==> src/rtl/tone_mix_pwm.sv <==
// Mixes up to 8 keyed square-wave voices into a voice count, scales it by an
// attack/release gain envelope and drives a 256-clock PWM audio pin.
module tone_mix_pwm #(
  parameter int unsigned SYNC_STAGES = 2,
  parameter int unsigned RAMP_DIV    = 16
) (
  input  logic       clk,
  input  logic       rst,
  input  logic [7:0] tone_in,
  input  logic [7:0] key_in,
  output logic       pwm_out,
  output logic       sample_strobe,
  output logic [3:0] level_out,
  output logic [3:0] gain_out
);

  localparam int unsigned VoiceW = 8;
  localparam int unsigned CntW   = 8;
  localparam int unsigned LevelW = 4;
  localparam int unsigned GainW  = 4;
  localparam int unsigned ProdW  = 7;
  localparam int unsigned RampW  = 8;

  localparam logic [GainW-1:0] GainMax  = GainW'(15);
  localparam logic [GainW-1:0] GainMin  = GainW'(0);
  localparam logic [RampW-1:0] RampLast = RampW'(RAMP_DIV - 1);
  localparam logic [CntW-1:0]  CntLast  = CntW'(255);

  typedef enum logic [1:0] {
    IDLE    = 2'd0,
    ATTACK  = 2'd1,
    SUSTAIN = 2'd2,
    RELEASE = 2'd3
  } envState_t;

  logic [VoiceW-1:0] keySync [SYNC_STAGES];
  logic [VoiceW-1:0] keyS;
  logic [VoiceW-1:0] toneR;
  logic [CntW-1:0]   pwmCnt;
  logic [CntW-1:0]   duty;
  logic [RampW-1:0]  rampCnt;
  logic [RampW-1:0]  rampNext;
  logic [GainW-1:0]  gainNext;
  logic [GainW-1:0]  gainUp;
  logic [GainW-1:0]  gainDn;
  logic [LevelW-1:0] level;
  logic [ProdW-1:0]  prod;
  logic              strobeEdge;
  logic              keyAny;
  logic              step;
  envState_t         state;
  envState_t         nextState;

  // Key switches are asynchronous; tone lines share our clock and need one register.
  always_ff @(posedge clk) begin
    if (rst) begin
      for (int i = 0; i < int'(SYNC_STAGES); i++) keySync[i] <= '0;
      toneR <= '0;
    end else begin
      keySync[0] <= key_in;
      for (int i = 1; i < int'(SYNC_STAGES); i++) keySync[i] <= keySync[i-1];
      toneR <= tone_in;
    end
  end

  assign keyS       = keySync[SYNC_STAGES-1];
  assign keyAny     = |keyS;
  assign strobeEdge = (pwmCnt == CntLast);
  assign step       = (rampCnt == RampLast);
  assign gainUp     = (gain_out == GainMax) ? GainMax : gain_out + GainW'(1);
  assign gainDn     = (gain_out == GainMin) ? GainMin : gain_out - GainW'(1);

  // Count only voices whose key is actually held.
  always_comb begin
    level = '0;
    for (int i = 0; i < int'(VoiceW); i++) level = level + LevelW'(toneR[i] & keyS[i]);
  end

  assign prod = ProdW'(level) * ProdW'(gain_out);

  // Envelope state register, advanced only at the end of a PWM period.
  always_ff @(posedge clk) begin
    if (rst) state <= IDLE;
    else if (strobeEdge) state <= nextState;
  end

  // Envelope next-state logic.
  always_comb begin
    nextState = state;
    case (state)
      IDLE:    if (keyAny) nextState = ATTACK;
      ATTACK: begin
        if (!keyAny) nextState = RELEASE;
        else if (step && gainUp == GainMax) nextState = SUSTAIN;
      end
      SUSTAIN: if (!keyAny) nextState = RELEASE;
      RELEASE: begin
        if (keyAny) nextState = ATTACK;
        else if (step && gainDn == GainMin) nextState = IDLE;
      end
      default: nextState = IDLE;
    endcase
  end

  // Envelope gain and ramp-divider updates; a retrigger keeps the current gain.
  always_comb begin
    gainNext = gain_out;
    rampNext = rampCnt;
    case (state)
      IDLE:    gainNext = GainMin;
      ATTACK:  if (keyAny && step) gainNext = gainUp;
      SUSTAIN: gainNext = GainMax;
      RELEASE: if (!keyAny && step) gainNext = gainDn;
      default: gainNext = GainMin;
    endcase
    if (nextState != state || step) rampNext = '0;
    else if (state == ATTACK || state == RELEASE) rampNext = rampCnt + RampW'(1);
    else rampNext = '0;
  end

  // PWM counter, per-period sample registers and the output pin.
  always_ff @(posedge clk) begin
    if (rst) begin
      pwmCnt        <= '0;
      duty          <= '0;
      rampCnt       <= '0;
      sample_strobe <= 1'b0;
      pwm_out       <= 1'b0;
      level_out     <= '0;
      gain_out      <= '0;
    end else begin
      pwmCnt        <= pwmCnt + CntW'(1);
      sample_strobe <= strobeEdge;
      pwm_out       <= (pwmCnt < duty);
      if (strobeEdge) begin
        duty      <= {prod, 1'b0};
        level_out <= level;
        gain_out  <= gainNext;
        rampCnt   <= rampNext;
      end
    end
  end

endmodule

==> config.mk <==
export PLATFORM = sky130hd
export DESIGN_NAME = tone_mix_pwm
export DESIGN_NICKNAME = d
export VERILOG_FILES = /design/src/rtl/tone_mix_pwm.sv
export SDC_FILE = /design/constraint.sdc
export NUM_CORES = 1
export LEC_CHECK = 0
export BUFFER_PORTS_ARGS = -buffer_cell sky130_fd_sc_hd__buf_2
export CAP_MARGIN = 5
export CORE_MARGIN = 3
export CORE_UTILIZATION = 50
export CTS_CLUSTER_DIAMETER = 30
export DETAILED_ROUTE_END_ITERATION = 16
export GPL_TIMING_DRIVEN = 0
export PLACE_DENSITY = 0.69
export SLEW_MARGIN = 20
export SYNTH_ARGS = -nofsm -noshare
export SYNTH_HDL_FRONTEND = slang
export SYNTH_SLANG_ARGS = --single-unit
==> constraint.sdc <==
create_clock -name clk -period 8.7 [get_ports clk]
set_input_delay 0.87 -clock clk [delete_from_list [all_inputs] [get_ports clk]]
set_output_delay 0.87 -clock clk [all_outputs]
set_load 0.01 [all_outputs]
==> summary.log <==
qor: status.outcome completed
qor: timing.timing_worst_slew_pin_value 0.745 ns
qor: yosys.async_flop_share 0%
qor: clock_network.numCtsBuffers 9
qor: die.boundaryPins 28
qor: layout.drive_gt1_share 13.7%
qor: routing.wl_per_cell 13.5 um
qor: clock_network.worst_setup_hold_path_clk_slew 0.07 ns
qor: die.fp.dieArea 7290 um^2
qor: worst_hold_path.worst_hold_startpoint keySync[0][5]$_SDFF_PP0_
qor: worst_setup_path.type_of_element_launching_the_critical_path flip-flop
qor: timing.timing.final.hold_violations 0
qor: clock_network.tritoncts yes
qor: routing.drtAntennaViolNets 0
qor: routing.detail_route.vias_per_cell 5.37
qor: routing.detail_route.wirelength 6350 um
qor: timing.timing.hold.ws 0.436 ns
qor: worst_setup_path.timing.critical_path.required 8.92 ns
qor: timing.timing_max_transition_violations_final 0
qor: timing.setup-violations-final 0
qor: yosys.count_of_mapped_cells_out_of_synthesis 353
qor: job.maxCapViolCount 0
qor: routing.detailroute.via_count 2523
qor: yosys.synth_top_cells_by_area dfxtp_1 (38%), ha_1 (9.5%), nor2b_1 (5.2%), fa_1 (5.1%), nand2_1 (4.6%)
qor: yosys.synth_warnings 0
qor: placed_design.hpwl 4840 um
qor: placed_design.place.gp.congestion 0.931
qor: yosys.yosys.cell_count.top_type dfxtp_1
qor: die.core.rowCount 28
qor: worst_setup_path.setup.worst_path.end_class flip-flop
qor: power_and_ir_drop.vdd_ir_drop_max 0.000121 V
qor: yosys.synth_nets 403
qor: layout.finalCoreUtilization 59.1%
qor: layout.design.final.nets 440
qor: layout.fill_cells 552
qor: die.die_y 85.4 um
qor: die.core_area 6030 um^2
qor: global_routing.globalRouteTotalUtil 19.2%
qor: die.die_w 85.4 um
qor: global_routing.wire_length_of_the_first_global_routing_pass 11100 um
qor: yosys.synthTopCellsByCount dfxtp_1 (59), nand2_1 (39), nor2b_1 (26)
qor: layout.multi_input_comb_area 1820 um^2
qor: timing.timing.fmax 180 MHz
qor: worst_setup_path.critical_path.startpoint keySync[0][8]$_SDFF_PP0_
qor: timing.setup_total_negative_slack 0 ns
qor: timing.final.setup_skew 0.0127 ns
qor: layout.register_area 1180 um^2
qor: yosys.synth_flop_cell dfxtp_1
qor: worst_setup_path.r2r_start keySync[0][8]$_SDFF_PP0_
qor: clock_network.cts_post_setup_buffers_inserted 0
qor: layout.antenna-diode-count 0
qor: yosys.register_bit_total_from_synthesis 59
qor: worst_setup_path.crit_path_category reg -> reg
qor: yosys.post_synth_edffs 0
qor: global_routing.overflow 0
qor: worst_setup_path.rrSetupSlack 3.15 ns
qor: timing.timing.final.crit_share 63.8%
qor: timing.slew_headroom 49.9%
qor: timing.rsz0062_at_grt false
qor: routing.detail_route.iter0.violations 96
qor: worst_setup_path.critical_path_maximum_fanout 5
qor: worst_setup_path.worstReg2RegEnd duty[7]$_SDFFE_PP0P_
qor: worst_setup_path.critical_path.endpoint duty[7]$_SDFFE_PP0P_
qor: clock_network.cts_resized 0
qor: placed_design.port_buffers 26
qor: clock_network.cts_sinks 59
qor: yosys.avgSynthCellArea 8.92 um^2
qor: routing.first_pass_iters 4
qor: power_and_ir_drop.fin_total_pwr 0.545 mW
qor: yosys.synth_seq_area_share 37.5%
qor: power_and_ir_drop.cellPowerDensity 153 nW/um^2
qor: clock_network.cts-hold-fix-buffers 0
qor: die.initial_core_utilization 52.3%
qor: yosys.synth_top_area_share 37.5%
qor: global_routing.via_count_of_the_first_global_routing_pass 2472
qor: layout.area_growth 13.0%
qor: clock_network.htree_levels 3
qor: timing.final_period_minus_worst_setup_slack 5.55 ns
qor: power_and_ir_drop.static-leakage-power 1.49 nW
qor: yosys.post_synth_num_cell_types 53
qor: worst_setup_path.worstRegToRegCells 20
qor: yosys.yosys.area.top_type dfxtp_1
qor: worst_setup_path.timing.critical_path.arrival 5.77 ns
qor: clock_network.clock_tree.buffer_depth 2
qor: clock_network.cts.root.buffer_cell clkbuf_8
qor: routing.remaining_drc_errors 0
qor: yosys.syn-cell-area 3150 um^2
qor: global_routing.antenna_found_initial 0
qor: global_routing.largest_net_degree_at_the_start_of_global_routing 13
qor: worst_hold_path.hold_path.class reg -> reg
qor: clock_network.clock_insertion_delay_worst_skew 0.35 ns
==> where the power goes <==
part           switching [mW]  internal, mW
sequential            0.00335         0.278
clock                   0.118         0.113
combinational          0.0195        0.0137
total                   0.140         0.404
==> registers in the layout (all words and copies together) (netlist names) <==
name and cells:
keySync 16, pwmCnt 8, rampCnt 8, toneR 8, duty 7, gain_out 4, level_out 4, state 2
pwm_out 1, sample_strobe 1
==> cell families after synthesis <==
group	synth area share (%)
buffers and inverters	4.81
and+or+nand+nor	25.7
AOI/OAI and AO/OA	12.1
muxes	1.91
xor gates and xnor gates	3.34
DFF	37.5
adders and majority gates	14.6
==> cell usage in the layout, fill, tap and decap left out, types with 6 or more instances in the layout <==
| master | n |
|---|---|
| nor3_1 | 6 |
| nand2_1 | 39 |
| mux2i_1 | 6 |
| o21ai_0 | 7 |
| ha_1 | 24 |
| nand3_1 | 12 |
| fa_1 | 8 |
| nor2_1 | 22 |
| xor2_1 | 7 |
| nor2b_1 | 26 |
| dfxtp_1 | 59 |
| a21oi_1 | 19 |
| buf_2 | 27 |
| nor4_1 | 7 |
| and2_1 | 12 |
| clkbuf_8 | 10 |
| inv_1 | 20 |
| clkbuf_1 | 11 |
==> metal layers <==
layer	GRT usage, %	vias up	wire length [um]
li1	-	1286	-
met1	24.2	1158	3030
met2	29.9	64	2800
met3	5.15	15	356
met4	10.6	0	161
met5	0	-	0
==> critical path, stage by stage, from the launching register on <==
cell	delay [ns]
dfxtp_1	0.33
and2_1	0.16
fa_1	0.53
inv_1	0.05
fa_1	0.50
fa_1	0.47
inv_1	0.08
ha_1	0.17
inv_1	0.06
fa_1	0.37
xnor2_1	0.33
nand2_1	0.12
fa_1	0.49
inv_1	0.06
fa_1	0.53
fa_1	0.48
a21o_1	0.17
a21oi_1	0.23
nor3_1	0.07
mux2i_1	0.14
o31ai_1	0.08
==> how the worst min path moves through the flow <==
stage | endpoint | slack (ns) | depth (start not counted)
floorplan | keySync[0][10]$_SDFF_PP0_ | 0.41 | 1
global placement | keySync[0][13]$_SDFF_PP0_ | 0.42 | 1
detailed placement | keySync[0][15]$_SDFF_PP0_ | 0.42 | 1
CTS | keySync[0][12]$_SDFF_PP0_ | 0.44 | 1
global route | keySync[0][15]$_SDFF_PP0_ | 0.46 | 1
finish | keySync[0][13]$_SDFF_PP0_ | 0.44 | 1
==> per-stage QoR <==
stage          setup WS, ns  area, um^2  instances
6_report               3.15        3560        470
3_5_place_dp           3.16        3370        454
5_1_grt                2.79        3560        470
4_1_cts                3.14        3560        470
3_3_place_gp           3.20        3370        454
2_1_floorplan          3.51        3150        353
==> layout make-up <==
cell class / count / share of cell area (%)
multi-input cells: 258 / 51.1
flip-flops and latches: 59 / 33.2
well taps: 75 / 2.64
inverters: 21 / 2.22
repair buffers: 26 / 3.66
plain buffers: 15 / 2.04
clock inverters: 6 / 1.34
clock buffers: 10 / 3.87
Note: power is estimated with default switching activity, not from simulation.
